--- config.mk ---
export PLATFORM = sky130hd
export DESIGN_NAME = instr_fetch_unit
export DESIGN_NICKNAME = d
export VERILOG_FILES = /design/src/rtl/instr_fetch_unit.sv
export SDC_FILE = /design/constraint.sdc
export NUM_CORES = 1
export LEC_CHECK = 0
export BUFFER_PORTS_ARGS = -buffer_cell sky130_fd_sc_hd__clkbuf_2
export CORE_MARGIN = 3
export CORE_UTILIZATION = 25
export CTS_CLUSTER_SIZE = 24
export DETAILED_ROUTE_END_ITERATION = 16
export GPL_TIMING_DRIVEN = 1
export PLACE_DENSITY_LB_ADDON = 0.05
export SYNTH_ARGS = -nofsm -noshare
export SYNTH_HDL_FRONTEND = slang
export SYNTH_SLANG_ARGS = --single-unit
--- constraint.sdc ---
create_clock -name clk -period 5.8 [get_ports clk]
set_input_delay 1.74 -clock clk [delete_from_list [all_inputs] [get_ports clk]]
set_output_delay 1.74 -clock clk [all_outputs]
set_load 0.02 [all_outputs]
--- src/rtl/instr_fetch_unit.sv ---
// rtl/instr_fetch_unit.sv - instruction fetch with in-order response queue and redirect flush
module instr_fetch_unit #(
   parameter logic [31:0] RESET_PC = 32'h0000_0000,
   parameter int          DEPTH    = 2
) (
   input  logic        clk,
   input  logic        reset,
   output logic        imem_req_valid,
   output logic [31:0] imem_req_addr,
   input  logic        imem_req_ready,
   input  logic        imem_rsp_valid,
   input  logic [31:0] imem_rsp_data,
   input  logic        redirect_valid,
   input  logic [31:0] redirect_pc,
   output logic        instr_valid,
   output logic [31:0] instr_out,
   output logic [31:0] instr_pc,
   input  logic        instr_ready
);
   localparam int          PW      = $clog2(DEPTH);
   localparam int          CW      = $clog2(DEPTH + 1);
   localparam logic [CW:0] DEPTH_C = (CW + 1)'(DEPTH);

   logic [31:0]   pc_q, pc_d;
   logic [CW-1:0] inflight_q, inflight_d;
   logic [CW-1:0] drop_q, drop_d;
   logic [CW-1:0] q_cnt_q, q_cnt_d;
   logic [PW-1:0] a_wr_q, a_wr_d, a_rd_q, a_rd_d;
   logic [PW-1:0] q_wr_q, q_wr_d, q_rd_q, q_rd_d;
   logic [31:0]   a_mem  [DEPTH];
   logic [31:0]   q_data [DEPTH];
   logic [31:0]   q_pc   [DEPTH];

   logic          req_fire, rsp_fire, rsp_keep, a_push, q_pop;
   logic [CW:0]   credits_used;

   function automatic logic [PW-1:0] ptr_inc(input logic [PW-1:0] p);
      return (p == PW'(DEPTH - 1)) ? '0 : p + 1'b1;
   endfunction

   assign instr_valid = (q_cnt_q != '0);
   assign instr_out   = instr_valid ? q_data[q_rd_q] : '0;
   assign instr_pc    = instr_valid ? q_pc[q_rd_q]   : '0;
   assign q_pop       = instr_valid && instr_ready;

   // A slot being popped this cycle is free for a new request, so one fetch per cycle is sustainable.
   assign credits_used   = {1'b0, inflight_q} + {1'b0, q_cnt_q} - {{CW{1'b0}}, q_pop};
   assign imem_req_valid = !reset && (credits_used < DEPTH_C);
   assign imem_req_addr  = pc_q;

   assign req_fire = imem_req_valid && imem_req_ready;
   assign rsp_fire = imem_rsp_valid && (inflight_q != '0);
   assign rsp_keep = rsp_fire && !redirect_valid && (drop_q == '0);
   assign a_push   = req_fire && !redirect_valid;

   always_comb begin
      pc_d       = pc_q;
      drop_d     = drop_q;
      q_cnt_d    = q_cnt_q;
      a_wr_d     = a_wr_q;
      a_rd_d     = a_rd_q;
      q_wr_d     = q_wr_q;
      q_rd_d     = q_rd_q;
      inflight_d = inflight_q + CW'(req_fire) - CW'(rsp_fire);
      if (redirect_valid) begin
         // Everything still in flight after this edge belongs to the old stream.
         pc_d    = redirect_pc & 32'hFFFF_FFFC;
         drop_d  = inflight_d;
         q_cnt_d = '0;
         a_wr_d  = '0;
         a_rd_d  = '0;
         q_wr_d  = '0;
         q_rd_d  = '0;
      end else begin
         if (req_fire) pc_d = pc_q + 32'd4;
         if (rsp_fire && (drop_q != '0)) drop_d = drop_q - 1'b1;
         if (a_push) a_wr_d = ptr_inc(a_wr_q);
         if (rsp_keep) begin
            a_rd_d = ptr_inc(a_rd_q);
            q_wr_d = ptr_inc(q_wr_q);
         end
         if (q_pop) q_rd_d = ptr_inc(q_rd_q);
         q_cnt_d = q_cnt_q + CW'(rsp_keep) - CW'(q_pop);
      end
   end

   always_ff @(posedge clk or posedge reset) begin
      if (reset) begin
         pc_q       <= RESET_PC;
         inflight_q <= '0;
         drop_q     <= '0;
         q_cnt_q    <= '0;
         a_wr_q     <= '0;
         a_rd_q     <= '0;
         q_wr_q     <= '0;
         q_rd_q     <= '0;
      end else begin
         pc_q       <= pc_d;
         inflight_q <= inflight_d;
         drop_q     <= drop_d;
         q_cnt_q    <= q_cnt_d;
         a_wr_q     <= a_wr_d;
         a_rd_q     <= a_rd_d;
         q_wr_q     <= q_wr_d;
         q_rd_q     <= q_rd_d;
      end
   end

   always_ff @(posedge clk) begin
      if (a_push) a_mem[a_wr_q] <= pc_q;
      if (rsp_keep) begin
         q_data[q_wr_q] <= imem_rsp_data;
         q_pc[q_wr_q]   <= a_mem[a_rd_q];
      end
   end
endmodule
Yosys cells after proc, flatten, opt, wreduce, memory -nomap -nowiden
Memories as Yosys holds them, arrays and structs flattened.
Cells that the tools add are included.

word-level totals
  word-level logic and storage cells = 66
  output and inout port bits = 98
  register bits = 42
  memories = 3
  RAM bits = 192

operators by class
  add/sub/neg operators = 12
  $lt $le $gt $ge = 1
  multiplexer cells = 23
  reductions and logical operators = 19

memory list
  memory  words  bits a word  read ports  clocked after Yosys merged registers in  write ports  RTL line  source
  a_mem   2      32           1           0                                        1            30        logic [31:0] a_mem [DEPTH];
  q_data  2      32           1           0                                        1            31        logic [31:0] q_data [DEPTH];
  q_pc    2      32           1           0                                        1            32        logic [31:0] q_pc [DEPTH];

operators by type and width
  kind                   number
  $mux 32                4
  $add 32x3->32 const B  1
  $mux 1                 16
  $reduce_bool 2->1      8
  $logic_and 1x1->1      8
  $mux 2                 3
  $add 1x1->1 const B    4
  $add 2x1->2            2
  $sub 2x1->2            2
  $add 2x2->3            1
  $lt 3x2->1 const B     1
  $sub 3x1->3            1
  $logic_not 1->1        2
  $logic_not 2->1        1
  $sub 2x1->2 const B    1

Logic depth before layout (Yosys ltp)
  depth after elaboration = 9
  gate-level depth with buffers = 16
  depth with buffers taken out = 15

Least setup slack after synthesis
OpenSTA, ideal clock, no wires.

  kind = input-to-reg
  start point = input port instr_ready
  end point = memory a_mem[1][10], enable pin
  data arrival time = 5,564 ps
  path slack = -225 ps
  cell stages on the path = 8
  data required time = 5,339 ps
  library setup time = 461 ps
  cells stage by stage = and2_1 -> nor2b_1 -> o21ai_0 -> fa_1 -> nand3b_1 -> nand2b_1 -> clkbuf_1 -> nor3b_1

between the ends
  word-level cells in the longest chain between the ends = 8

RTL lines
  element                       RTL line  source
  start: declaration            18        input logic instr_ready
  $logic_and 1x1->1             44        assign q_pop = instr_valid && instr_ready;
  $sub 3x1->3                   47        assign credits_used = {1'b0, inflight_q} + {1'b0, q_cnt_q} - {{CW{1'b0}}, q_pop};
  $lt 3x2->1                    48        assign imem_req_valid = !reset && (credits_used < DEPTH_C);
  $logic_and 1x1->1             48
  $logic_and 1x1->1             51        assign req_fire = imem_req_valid && imem_req_ready;
  $logic_and 1x1->1             54        assign a_push = req_fire && !redirect_valid;
  $mux 1                        110       if (a_push) a_mem[a_wr_q] <= pc_q;
  $mux 1 (not written as such)  110
  end: declaration              30

Every way passes these cells.

Worst setup path after layout
  start point = input port instr_ready
  end point = output port imem_req_valid

between the ends
  word-level cells in the longest chain between the ends = 4

RTL lines
  element            RTL line  source
  $logic_and 1x1->1  44
  $sub 3x1->3        47
  $lt 3x2->1         48
  $logic_and 1x1->1  48
  end: declaration   8         output logic imem_req_valid,

Every way passes these cells.

==> flow_summary_export.csv <==
group,metric,value,unit
clock_network,post_cts_resized,0,
synthesis,yosys.area.top_type_share,60.53,%
timing,worst_clock_skew,0.01280,ns
finish,final_cell_area,0.01144,mm²
flow_run,max_cap_violations,0,
setup_path,worstPathRequired,4.06,ns
power,power.leakage,4.184,nW
run_status,status,"completed",
synthesis,ys_top_cells_by_count,"edfxtp_1 (184), nor2_1 (78), mux2i_1 (63)",
timing,post-route-period-util,89.31,%
hold_path,hold_class,"reg -> reg",
clock_network,root_buffer,"clkbuf_16",
clock_network,htree_levels,1,
grt,groute.usage.overall,11.94,%
grt,antenna_found_initial,1,
setup_path,rr_worst_depth,15,
power,vdd_ir_drop_max,0.2519,mV
placed_design,dp_hpwl,15100,µm
setup_path,start_kind,"input pin",
synthesis,synthDistinctLibCells,40,
grt,grt_use_met2,20.53,%
finish,fin_cells,1272,
finish,nets,867,
finish,antenna_cells,0,
setup_path,cp-end-kind,"output port",
synthesis,synth_area,0.009128,mm²
timing,slew-limit-headroom,36.01,%
floorplanning,initial_core_util,25.54,%
setup_path,crit_start,"instr_ready",
grt,gr-usage-met1,15.45,%
setup_path,reg2reg_to,"drop_q[1]",
finish,fill_cells,3611,
timing,setup_tns,0,ns
synthesis,synth_edf_count,184,
finish,layout-drive-gt1-share,31.94,%
route,drc,0,
setup_path,reg2reg_slack,2.29,ns
finish,fin_util,32.00,%
timing,finalSetupViolations,0,
synthesis,ys_warn_count,0,
route,ant_nets,0,
synthesis,synth_area_per_cell,14.89,µm²
placed_design,placed_area,0.01056,mm²
synthesis,ys_async_sr_fraction,17.86,%
finish,area_growth,25.30,%
clock_network,clk_pin_slew,0.05,ns
timing,timing.fmax,193.0,MHz
grt,grt-busiest-layer,"met2",
grt,grt_pass1_vias,5719,
route,dr.pass1.iters,4,
placed_design,place_congestion,0.7008,
synthesis,ys_ff_latch,224,
clock_network,ctsHoldBuffers,0,
power,powerDensity,466.6,mW/mm²
grt,grt_max_degree,71,
route,post_drt_wl_per_cell,18.40,µm
route,num_vias,5442,
synthesis,synth_ff_type,"edfxtp_1",
synthesis,seq_area_frac_synth,71.50,%
floorplanning,ios,168,
floorplanning,die_y,197.1,µm
clock_network,cts_sinks,224,
floorplanning,rows,69,
route,drt-initial-drc-count,170,
clock_network,post_cts_buffers,0,
setup_path,crit_type,"in -> out",
route,routed_wirelength,23400,µm
clock_network,insertion_delay,0.54,ns
timing,tightest_slew,0.9519,ns
setup_path,rr_startpoint,"q_cnt_q[0]",
timing,fin_crit,5.180,ns
clock_network,cts_buffers,28,
clock_network,clockBufferDepth,3,
synthesis,synthMostInstantiatedCell,"edfxtp_1",
grt,grt_first_pass_wirelength,35180,µm
timing,final-hold-violation-count,0,
setup_path,crit_arrival,3.44,ns
route,viasPerCell,4.278,
setup_path,cp-endpoint,"imem_req_valid",
floorplanning,die_x,197.1,µm
grt,met3_usage,2.541,%
clock_network,cts_tree,"yes",
floorplanning,core_area,0.03574,mm²
grt,gr-total-overflow,0,
timing,rsz0062_at_grt,"false",
synthesis,syn_inst,613,
floorplanning,die-area,0.03884,mm²
placed_design,dp.cells,1220,
synthesis,synthTopCellsByArea,"edfxtp_1 (61%), dfrtp_1 (11%), mux2i_1 (6.9%), mux2_2 (3.9%), nor2_1 (3.2%)",
setup_path,path_max_fanout,3,
placed_design,port_buffers,161,
timing,final_max_slew_viol_count,0,
synthesis,synth_top_cell_by_area,"edfxtp_1",
power by group:
group	switching [mW]	internal, mW	leakage, nW	total [mW]
Clock	0.656	0.970	0.420	1.63
Sequential	0.184	1.95	2.15	2.14
Combinational	1.01	0.562	1.61	1.57
flip-flops by register name, summed over array words and instances, names as in the netlist:
name and count:
q_data 64, a_mem 60, imem_req_addr 30, a_rd_q 1, inflight_q 2, q_wr_q 1
drop_q 2, a_wr_q 1, q_cnt_q 2, q_pc 60, q_rd_q 1
critical path: stages:
cell	delay [ns]
clkbuf_2	0.10
and2_1	0.19
nor2b_1	0.23
o21ai_0	0.14
fa_1	0.43
xor2_1	0.25
and3_1	0.20
clkbuf_2	0.16
cell usage in the layout, fill, tap and decap left out, drive strengths merged, types with 23 or more instances in the layout:
| master | netlist | routed |
|---|---|---|
| nor2 | 78 | 78 |
| mux2 | 32 | 32 |
| xor2 | 23 | 23 |
| o21ai | 30 | 30 |
| dfrtp | 40 | 40 |
| mux2i | 63 | 63 |
| edfxtp | 184 | 184 |
| nand2 | 36 | 36 |
| clkbuf | 17 | 197 |
per-stage QoR:
step,total power [mW],hold slack (ns),setup WS (ns)
after floorplan,3.179,0.5159,0.2939
after global placement,3.781,0.5128,0.6300
after detailed placement,3.808,0.5192,0.6126
after CTS,5.475,0.5340,0.6068
after global routing,5.683,0.5535,0.4706
final,5.336,0.5294,0.6198
how the worst min path moves through the flow:
stage | start | end | slack (ns) | cells after the start
after global routing | imem_req_addr[31] | a_mem[0][31] | 0.55 | 0
after global placement | imem_req_addr[31] | a_mem[0][31] | 0.51 | 0
after floorplan | inflight_q[0] | inflight_q[0] | 0.52 | 1
after detailed placement | imem_req_addr[31] | a_mem[0][31] | 0.52 | 0
final | imem_req_addr[31] | a_mem[0][31] | 0.53 | 0
after CTS | imem_req_addr[31] | a_mem[0][31] | 0.53 | 0
logic make-up after synthesis:
family                     synth area share (%)
DFF                                       71.50
and+or+nand+nor                           8.897
muxes                                     10.86
buffers and inverters                     1.878
xor gates and xnor gates                  3.550
AOI/OAI and AO/OA                         2.097
adders and majority gates                 1.179
other                                   0.04108
final cells by class:
type                    instances  area (µm²)  share of cell area, %
flip-flops and latches        224        6530                  57.09
multi-input cells             351        2491                  21.78
repair buffers                173       920.9                  8.052
clock buffers                  36       762.0                  6.662
well taps                     461       576.8                  5.043
clock inverters                16       115.1                  1.006
inverters                      11       41.29                 0.3610
routing by layer:
layer / routed length (µm) / up-vias
met5: 13 / -
met4: 411 / 2
met3: 1175 / 34
met2: 11420 / 134
met1: 10380 / 2687
li1: - / 2585
(Power assumes the default switching activity.)
